--- config.mk ---
export PLATFORM = sky130hd
export DESIGN_NAME = vc_allocator
export DESIGN_NICKNAME = d
export VERILOG_FILES = /design/src/rtl/noc_pkg.sv /design/src/rtl/rr_arbiter2.sv /design/src/rtl/vc_allocator.sv
export SDC_FILE = /design/constraint.sdc
export NUM_CORES = 1
export LEC_CHECK = 0
export ABC_CLOCK_PERIOD_IN_PS = 1550
export CAP_MARGIN = 15
export CORE_MARGIN = 1.5
export CORE_UTILIZATION = 19
export CTS_CLUSTER_DIAMETER = 30
export DETAILED_ROUTE_END_ITERATION = 10
export GPL_ROUTABILITY_DRIVEN = 0
export PLACE_DENSITY = 0.76
export SYNTH_ARGS = -nofsm -noshare
export SYNTH_HDL_FRONTEND = slang
export SYNTH_SLANG_ARGS = --single-unit
--- constraint.sdc ---
create_clock -name clk -period 1.55 [get_ports clk]
set_input_delay 0.31 -clock clk [delete_from_list [all_inputs] [get_ports clk]]
set_output_delay 0.31 -clock clk [all_outputs]
set_load 0.01 [all_outputs]
--- src/rtl/noc_pkg.sv ---
// Shared NoC definitions: flit field layout, flit type codes and the per-VC state encoding.
package noc_pkg;

    localparam int FLIT_W    = 64;
    localparam int N_VC      = 2;
    localparam int TYPE_HI   = 57;
    localparam int TYPE_LO   = 55;
    localparam int PKT_ID_HI = 54;
    localparam int PKT_ID_LO = 48;

    typedef logic [TYPE_HI-TYPE_LO:0] flit_type_t;

    localparam flit_type_t FLIT_HEAD = 3'b000;
    localparam flit_type_t FLIT_BODY = 3'b001;
    localparam flit_type_t FLIT_TAIL = 3'b010;

    typedef enum logic [1:0] {
        IDLE   = 2'd0,
        ALLOC  = 2'd1,
        ACTIVE = 2'd2
    } vc_state_e;

    function automatic flit_type_t flit_type(input logic [FLIT_W-1:0] flit);
        return flit[TYPE_HI:TYPE_LO];
    endfunction

endpackage

--- src/rtl/rr_arbiter2.sv ---
// Two-request round-robin arbiter with one-hot combinational grant and a registered priority pointer.
module rr_arbiter2 (
    input  logic       clk_i,
    input  logic       rst_i,
    input  logic [1:0] req_i,
    output logic [1:0] gnt_o
);
    logic ptr_q;
    logic ptr_d;

    always_comb begin
        gnt_o = req_i;
        if (req_i == 2'b11) begin
            gnt_o = ptr_q ? 2'b10 : 2'b01;
        end
    end

    // Priority passes to the requester that did not win.
    always_comb begin
        ptr_d = ptr_q;
        if (|gnt_o) begin
            ptr_d = gnt_o[0];
        end
    end

    always_ff @(posedge clk_i) begin
        if (rst_i) begin
            ptr_q <= 1'b0;
        end else begin
            ptr_q <= ptr_d;
        end
    end

endmodule

--- src/rtl/vc_allocator.sv ---
// VC allocator for one input port. States: IDLE = no packet | ALLOC = HEAD seen, waiting
// for a free downstream VC | ACTIVE = owns out_vc[i] until its TAIL leaves the crossbar.
module vc_allocator
    import noc_pkg::*;
(
    input  logic              clk,
    input  logic              rst,
    input  logic [FLIT_W-1:0] rc_flit_in,
    input  logic              rc_valid,
    input  logic [1:0]        rc_vc_in,
    input  logic [N_VC-1:0]   ds_vc_status,
    input  logic [FLIT_W-1:0] sw_flit,
    input  logic [1:0]        sw_vc,
    input  logic              sw_valid,
    input  logic              sw_grant,
    output logic [N_VC-1:0]   vc_grant,
    output logic [N_VC-1:0]   out_vc,
    output logic [N_VC-1:0]   ds_busy,
    output logic              proto_err
);
    vc_state_e       state_q [N_VC];
    vc_state_e       state_d [N_VC];
    logic [N_VC-1:0] vc_grant_q, vc_grant_d;
    logic [N_VC-1:0] out_vc_q, out_vc_d;
    logic [N_VC-1:0] ds_busy_q, ds_busy_d;
    logic            proto_err_q, proto_err_d;

    logic [N_VC-1:0] rc_hit, tail_hit, alloc_req, alloc_gnt, ds_free;
    flit_type_t      rc_type;
    logic            tail_dep;
    logic            alloc_ds;
    logic            unused_flit_bits;

    assign rc_type     = flit_type(rc_flit_in);
    assign rc_hit[0]   = rc_valid && (rc_vc_in == 2'd0);
    assign rc_hit[1]   = rc_valid && (rc_vc_in == 2'd1);
    assign tail_dep    = sw_valid && sw_grant && (flit_type(sw_flit) == FLIT_TAIL);
    assign tail_hit[0] = tail_dep && (sw_vc == 2'd0);
    assign tail_hit[1] = tail_dep && (sw_vc == 2'd1);

    // Busy map is the registered one, so a VC freed this cycle is only offered next cycle.
    assign ds_free  = ds_vc_status & ~ds_busy_q;
    assign alloc_ds = ~ds_free[0];

    always_comb begin
        alloc_req = '0;
        for (int i = 0; i < N_VC; i++) begin
            alloc_req[i] = (state_q[i] == ALLOC) && (|ds_free);
        end
    end

    rr_arbiter2 u_arb (
        .clk_i (clk),
        .rst_i (rst),
        .req_i (alloc_req),
        .gnt_o (alloc_gnt)
    );

    always_ff @(posedge clk) begin
        if (rst) begin
            for (int i = 0; i < N_VC; i++) begin
                state_q[i] <= IDLE;
            end
            vc_grant_q  <= '0;
            out_vc_q    <= '0;
            ds_busy_q   <= '0;
            proto_err_q <= 1'b0;
        end else begin
            for (int i = 0; i < N_VC; i++) begin
                state_q[i] <= state_d[i];
            end
            vc_grant_q  <= vc_grant_d;
            out_vc_q    <= out_vc_d;
            ds_busy_q   <= ds_busy_d;
            proto_err_q <= proto_err_d;
        end
    end

    always_comb begin
        for (int i = 0; i < N_VC; i++) begin
            state_d[i] = state_q[i];
        end
        vc_grant_d  = '0;
        out_vc_d    = out_vc_q;
        ds_busy_d   = ds_busy_q;
        proto_err_d = proto_err_q;

        for (int i = 0; i < N_VC; i++) begin
            unique case (state_q[i])
                IDLE: begin
                    if (rc_hit[i]) begin
                        if (rc_type == FLIT_HEAD) begin
                            state_d[i] = ALLOC;
                        end else if (rc_type == FLIT_BODY || rc_type == FLIT_TAIL) begin
                            proto_err_d = 1'b1;
                        end
                    end
                end
                ALLOC: begin
                    if (alloc_gnt[i]) begin
                        state_d[i]          = ACTIVE;
                        out_vc_d[i]         = alloc_ds;
                        ds_busy_d[alloc_ds] = 1'b1;
                        vc_grant_d[i]       = 1'b1;
                    end
                end
                ACTIVE: begin
                    if (tail_hit[i]) begin
                        state_d[i]             = IDLE;
                        ds_busy_d[out_vc_q[i]] = 1'b0;
                    end
                end
                default: state_d[i] = IDLE;
            endcase

            if (tail_hit[i] && state_q[i] != ACTIVE) begin
                proto_err_d = 1'b1;
            end
        end
    end

    always_comb begin
        vc_grant  = vc_grant_q;
        out_vc    = out_vc_q;
        ds_busy   = ds_busy_q;
        proto_err = proto_err_q;
    end

    assign unused_flit_bits = ^{rc_flit_in[FLIT_W-1:TYPE_HI+1], rc_flit_in[TYPE_LO-1:0],
                                sw_flit[FLIT_W-1:TYPE_HI+1], sw_flit[TYPE_LO-1:0]};

endmodule
=== Yosys cells after proc, flatten, opt, wreduce, memory -nomap -nowiden ===
Memories as Yosys holds them, arrays and structs flattened.
Cells that the tools add are included.

* Bits of input ports: 139
* RAM bits: 4
* Memories: 1
* Logic and storage cells: 105
* Register bits: 8

* Bitwise logic cells: 13
* Magnitude comparators: 6
* Reduce and logical (&&, ||, !) cells: 25
* Multiplexer cells: 41
* Eq/ne operators: 12

{| class="wikitable"
|+ Memory list
! memory !! depth !! width !! read ports !! clocked after Yosys merged registers in !! wr ports !! line !! source
|-
| state_q || 2 || 2 || 2 || 0 || 2 || vc_allocator.sv:21 || <nowiki>vc_state_e state_q [N_VC];</nowiki>
|}

{| class="wikitable"
|+ Operators by type and width
! operator !! number
|-
| $mux W2 || 16
|-
| $mux W1 || 18
|-
| $logic_and A1 B1 Y1 || 13
|-
| $pmux W2 S3 || 2
|-
| $eq A2 B1 Y1 const B || 4
|-
| $logic_not A2 Y1 || 4
|-
| $pmux W2 S2 || 2
|-
| $reduce_or A2 Y1 || 4
|-
| $and A2 B2 Y2 || 3
|-
| $eq A2 B2 Y1 const B || 3
|-
| $eq A3 B2 Y1 const B || 2
|-
| $lt A1 B2 Y1 const B || 3
|-
| $not A2 Y2 || 3
|-
| $ne A2 B2 Y1 const B || 2
|-
| $or A2 B2 Y2 || 2
|-
| $reduce_and A2 Y1 || 2
|-
| $demux W1 S1 || 3
|-
| $eq A3 B1 Y1 const B || 1
|-
| $ge A1 B1 Y1 const B || 3
|-
| $logic_not A3 Y1 || 1
|-
| $not A1 Y1 || 3
|-
| $or A1 B1 Y1 || 2
|-
| $logic_or A1 B1 Y1 || 1
|}

=== Longest topological paths before layout ===
Gate-level depths: netlist (run 1).

* Depth in word-level cells: 13
* Gate-level depth with buffers: 7
* Depth with buffers taken out: 6

=== Modules after synthesis ===
From an unflattened synthesis (run 1), not the netlist that was laid out.

* Cell total of the unflattened synthesis: 95
* Area total of the unflattened synthesis: 799.5 µm²

{| class="wikitable"
|+ Modules (own cells, without submodules)
! module !! area an instance (µm²) !! cells an instance !! instances
|-
| vc_allocator || 749.5 || 89 || 1
|-
| rr_arbiter2 || 50.0 || 6 || 1
|}

=== Least setup slack after synthesis (run 1) ===
OpenSTA, ideal clock, no wires.

* Path kind: register to register
* Start point: mem state_q[0][3] in the netlist's numbering
* End point: mem state_q[0][2] in the netlist's numbering
* Cell stages (with the launch flop): 7
* Library setup time: 0.072 ns
* Buffers on the path: 1
* Slack: -0.089 ns
* Arrival: 1.568 ns
* Cells stage by stage: dfxtp_1 inv_1 ha_1 clkbuf_1 o221ai_1 a222oi_1 mux2i_1

{| class="wikitable"
|+ RTL lines
! what !! line
|-
| start: declaration || vc_allocator.sv:21
|}

==> results.yml, run 1 <==
drt:
  drt-initial-drc-count: 43
  drtPass1Iterations: 4
  vias: 937
  drc: 0
  via_per_inst: 4.81
  routed_wl_mm: 2.66
  final_antenna_net_count: 0
  wire_per_inst_um: 13.7
finish:
  antenna_cells: 0
  fill_cells: 417
  fin_area_um2: 1530
  layout.nets: 291
  final-instance-count-excl-fill: 195
  final_layout_size_suffix_gt1_frac: 0.483
  final_util: 0.375
  area_delta_synth_final_pct: 86.3
synth:
  postSynthCellCount: 92
  synth_area_um2: 823
  ys_types: 39
  synth_edf_count: 0
  synth_area_leaders: "dfxtp_1 (29%), ha_1 (9.1%), nand2b_1 (4.6%), a221oi_1 (4.3%), inv_1 (3.6%)"
  synth_nets: 237
  synthArstFlopShare: 0
  synth.avg_cell_area_um2: 8.95
  yosys_most_used_dff: "dfxtp_1"
  yosysTopAreaCell: "dfxtp_1"
  synth-warning-count: 0
  yosysTopAreaCellShare: 0.292
  ys_seq_area_frac: 0.292
  ys_ff_latch: 12
timing:
  worst_slack_ns: 0.0235
  rsz0062_at_grt: "true"
  fin_hold_ws_ns: 0.504
  setup_tns_ns: 0
  skew_ns: 0.00395
  setup_viol: 0
  timing.final.crit_share: 0.985
  period_minus_slack_ns: 1.53
  finalHoldViolations: 0
  fmax_ghz: 0.655
  worst_slew_pin_slew_ns: 0.386
  slew_violations: 0
  slew-limit-headroom: 0.742
worst_hold_path:
  min_path_type: "reg2reg"
  worstHoldPathCells: 2
  hp-start: "state_q[0][2]$_SDFFE_PP0P_"
  whs_endpoint: "state_q[0][2]$_SDFFE_PP0P_"
placed_design:
  port_buffers: 23
  placed_cell_area_um2: 1290
  place_hpwl_mm: 1.87
  dpl.cell_count: 186
  place_ws_ns: -0.512
worst_setup_path:
  path_cells: "dlygate4sd2_1, nand4b_4, or4b_4, a221o_1, a211oi_2"
  arrival_ns: 1.69
  r2r-start: "state_q[0][3]$_SDFFE_PP0P_"
  rr_endpoint: "ds_busy[1]$_SDFF_PP0_"
  ff2ff_setup_slack_ns: 0.04
  cpPeakStageDelay_ns: 0.50
  critPathLaunchType: "input pin"
  critPathMaxFanout: 3
  end_kind: "flop"
  worst-path-buf-inv: 1
  r2r_cells: 7
  worstPathRequired_ns: 1.71
  cp_slowest_cell: "or4b_4"
  crit_type: "in2reg"
  critPathTopFamily: "simple AND/OR/NAND/NOR gates"
grt:
  overflow: 0
  grt_max_degree: 10
  antenna_found_initial: 0
  grt_use_total: 0.117
  grt_first_pass_wirelength_mm: 4.08
  first_global_vias: 922
cts:
  cts_tree: "yes"
  clk_pin_slew_worst_paths_ns: 0.06
  clock-root-buffer: "clkbuf_8"
  hold_buffers: 0
  clkLatencyLatePin_ns: 0.25
  cts_buffer_depth: 2
  clock-sinks: 12
  cts.htree.levels: 1
  cts-buffers-inserted: 3
floorplanning:
  initial_core_util: 0.201
  die_area_um2: 4740
  coreArea_um2: 4090
  rows: 23
  io_pins: 146
  die_w_um: 68.8
  die-height_um: 68.8
status:
  status: "complete, no violations"
flow_run:
  max_cap_violations: 0
pwr:
  power.leakage_nw: 0.616
  powerDensity_nw_per_um2: 727
  total_power_mw: 1.12
  vdd_drop_max_v: 0.000496
worst reg2reg max path: cells and delay by family, from the launching register on:
kind	cells	cell delay (ns)
adders and majority gates	1	0.25
DFF	1	0.34
buffers and inverters	2	0.17
AOI/OAI and AO/OA	3	0.49
and+or+nand+nor	1	0.15
what timing repair did:
| item | 4_1_cts | 5_1_grt |
|---|---|---|
| buffers inserted | 3 | 2 |
| pin swaps | 11 | 10 |
| resized for setup | 36 | 29 |
| setup endpoints to repair | 9 | 8 |
routing by layer:
| layer | up-vias | global-route usage | part of all wire |
|---|---|---|---|
| met5 | - | 0 | 0 |
| met4 | 0 | 0.0319 | 0.0038 |
| met3 | 3 | 0.0373 | 0.064 |
| met2 | 30 | 0.204 | 0.51 |
| met1 | 444 | 0.136 | 0.43 |
| li1 | 460 | - | - |
cell type report:
type | instances | area (um2) | share of cell area
Sequential cell | 12 | 248 | 0.162
Multi-Input combinational cell | 70 | 709 | 0.462
Timing Repair Buffer | 51 | 427 | 0.278
Clock buffer | 4 | 55.1 | 0.0359
Tap cell | 50 | 62.6 | 0.0408
Inverter | 8 | 32.5 | 0.0212
Yosys cell counts (2+ instances only):
library cell and number:
clkbuf_1 2, a221oi_1 4, a31oi_1 2, ha_1 6, nor2_1 5, nor2b_1 4
o21ai_0 3, a211oi_1 3, mux2i_1 2, dfxtp_1 12, a222oi_1 2, a221o_1 2
inv_1 8, a21oi_1 2, o221ai_1 2, nand2_1 4, nor3b_1 2, nand2b_1 6
layout by cell type, fill, tap and decap left out, drive strengths merged, types with 4 or more instances in the layout:
master	n
nand2	4
dfxtp	12
nor2	5
a221oi	4
inv	8
dlygate4sd2	8
clkbuf	5
nand2b	6
nor2b	4
ha	6
clkdlybuf4s50	7
buf	30
worst max path at each step:
stage	from	end	slack, ns	cells past startpoint
after floorplan	sw_flit[55]	state_q[0][3]$_SDFFE_PP0P_	0.007	4
after global placement	sw_valid	state_q[0][3]$_SDFFE_PP0P_	-0.47	5
after detailed placement	ds_vc_status[0]	state_q[0][1]$_SDFFE_PP0P_	-0.51	5
after CTS	ds_busy[0]$_SDFF_PP0_	ds_busy[0]	0.003	2
after global routing	state_q[0][1]$_SDFFE_PP0P_	state_q[0][2]$_SDFFE_PP0P_	-0.04	6
final	sw_valid	state_q[0][3]$_SDFFE_PP0P_	0.02	5
flip-flops by register name, indices dropped and copies added, names as in the netlist:
register,flops
ds_busy,2
out_vc,2
proto_err,1
state_q,4
u_arb.ptr_q,1
vc_grant,2
power by group:
| group | switching [mW] | internal, mW | leakage, nW | total, mW |
|---|---|---|---|---|
| sequential | 0.0222 | 0.332 | 0.100 | 0.354 |
| clock | 0.136 | 0.225 | 0.0288 | 0.362 |
| combinational | 0.179 | 0.221 | 0.487 | 0.400 |
| total | 0.338 | 0.778 | 0.616 | 1.12 |
cell families (layout without fill, tap and decap cells):
family	after synthesis	count (layout)	share of synthesized area
AO/OA/AOI/OAI	28	28	0.269
XOR/XNOR	1	1	0.0106
adder cells (fa/ha/maj)	6	6	0.0912
buffers and inverters	10	63	0.0456
flip-flops	12	12	0.292
multiplexers	3	3	0.0380
AND/OR/NAND/NOR	32	32	0.254
Power figures use the tool's default switching activity.
==> inputs of run 2 (changes only) <==
Settings changed: PLACE_DENSITY 0.76 to 0.78, RECOVER_POWER from default to 100.
==> results.yml, run 2 (synthesis results as in run 1) <==
drt:
  vias: 983
  drtPass1Iterations: 4
  wire_per_inst_um: 13.5
  drc: 0
  via_per_inst: 5.02
  final_antenna_net_count: 0
  routed_wl_mm: 2.65
  drt-initial-drc-count: 54
grt:
  overflow: 0
  grt_max_degree: 10
  grt_first_pass_wirelength_mm: 3.95
  first_global_vias: 934
  grt_use_total: 0.110
  antenna_found_initial: 0
worst_setup_path:
  worstPathRequired_ns: 1.69
  critPathMaxFanout: 3
  critPathLaunchType: "flop"
  crit_type: "reg2reg"
  end_kind: "flop"
  arrival_ns: 1.69
pwr:
  p_int_mw: 0.773
  power.leakage_nw: 0.617
  combPwrFrac: 0.358
  vdd_drop_max_v: 0.000388
  p_switching_mw: 0.313
  pwr-share-seq: 0.325
  p_sw_frac: 0.288
  p_clk_frac: 0.317
  powerDensity_nw_per_um2: 721
  total_power_mw: 1.09
timing:
  finalHoldViolations: 0
  worst_slew_pin_slew_ns: 0.372
  setup_viol: 1
  fmax_ghz: 0.644
  worst_slack_ns: -0.00250
  period_minus_slack_ns: 1.55
  timing.final.crit_share: 1.00
  slew_violations: 0
  rsz0062_at_grt: "true"
  slew-limit-headroom: 0.752
  skew_ns: 0.00454
  setup_tns_ns: -0.00250
cts:
  cts-buffers-inserted: 3
  cts.htree.levels: 1
  clock-sinks: 12
  cts_tree: "yes"
  clock-root-buffer: "clkbuf_8"
  cts_buffer_depth: 2
  clk_pin_slew_worst_paths_ns: 0.06
  clkLatencyLatePin_ns: 0.24
floorplanning:
  die_w_um: 68.8
  rows: 23
  initial_core_util: 0.201
  io_pins: 146
  coreArea_um2: 4090
  die_area_um2: 4740
  die-height_um: 68.8
finish:
  largest_register_ff_count: 4
  final_cell_mix: "buf_4 (28), dfxtp_1 (8), nand2b_1 (6), clkdlybuf4s50_1 (6), dlygate4sd2_1 (5)"
  area_delta_synth_final_pct: 82.8
  final_layout_size_suffix_gt1_frac: 0.479
  largest_register: "state_q"
  final_common_cell: "buf_4"
  antenna_cells: 0
  fin_area_um2: 1510
  layout.nets: 292
placed_design:
  place_hpwl_mm: 1.87
  port_buffers: 23
  placed_cell_area_um2: 1290
  place_ws_ns: -0.517
flow_run:
  max_cap_violations: 0
worst_hold_path:
  min_path_type: "in2reg"
status:
  violations: "negative setup slack"
  status: "finished, violations left"
==> run 2: timing repair <==
item / CTS / global route
resized for setup: 43 / 30
hold endpoints to repair: 0 / 0
pin swaps: 8 / 11
buffers inserted: 2 / 3
hold buffers: 0 / 0
setup endpoints to repair: 8 / 8
gates cloned: 0 / 0
==> run 2: final timing paths <==
path	end	slack (ns)	from	cells after the start
worst max register to register	ds_busy[1]$_SDFF_PP0_	-0.003	state_q[0][3]$_SDFFE_PP0P_	7
worst min register to register	state_q[0][2]$_SDFFE_PP0P_	0.50	state_q[0][2]$_SDFFE_PP0P_	2
worst max-delay path	ds_busy[1]$_SDFF_PP0_	-0.003	state_q[0][3]$_SDFFE_PP0P_	7
worst min-delay path	proto_err$_SDFF_PP0_	0.50	sw_flit[57]	4
==> run 2: routing by layer <==
layer,vias to the layer above,GRT usage,part of all wire
met3,2,0.0195,0.083
met2,59,0.192,0.49
met1,457,0.137,0.42
met4,0,0.0319,0.0015
li1,465,-,-
met5,-,0,0
==> run 2: stage by stage <==
stage	hold slack, ns	utilization	std cells
floorplan	0.465	-	92
global placement	0.490	0.317	187
detailed placement	0.493	0.317	187
CTS	0.486	0.351	193
global route	0.519	0.368	196
finish	0.499	0.368	196
==> run 2: critical path: stages (launching register included) <==
cell	delay, ns
dfxtp_2	0.33
inv_2	0.05
buf_6	0.11
ha_4	0.23
nor3b_2	0.15
a311oi_1	0.29
o221ai_1	0.19
o41ai_2	0.09
==> run 2: power groups by stage <==
stage                     Clock, mW  Combinational [mW]  Sequential [mW]
after floorplan                   0               0.158            0.354
after global placement            0               0.314            0.353
after detailed placement          0               0.318            0.354
after CTS                     0.355               0.362            0.348
after global routing          0.371               0.420            0.355
final                         0.344               0.389            0.353
==> run 2: cell type report <==
cell class | count | area (um2)
fillers | 411 | 2580
multi-input cells | 70 | 683
repair buffers | 52 | 424
flip-flops and latches | 12 | 248
well taps | 50 | 62.6
clock buffers | 4 | 55.1
inverters | 8 | 32.5
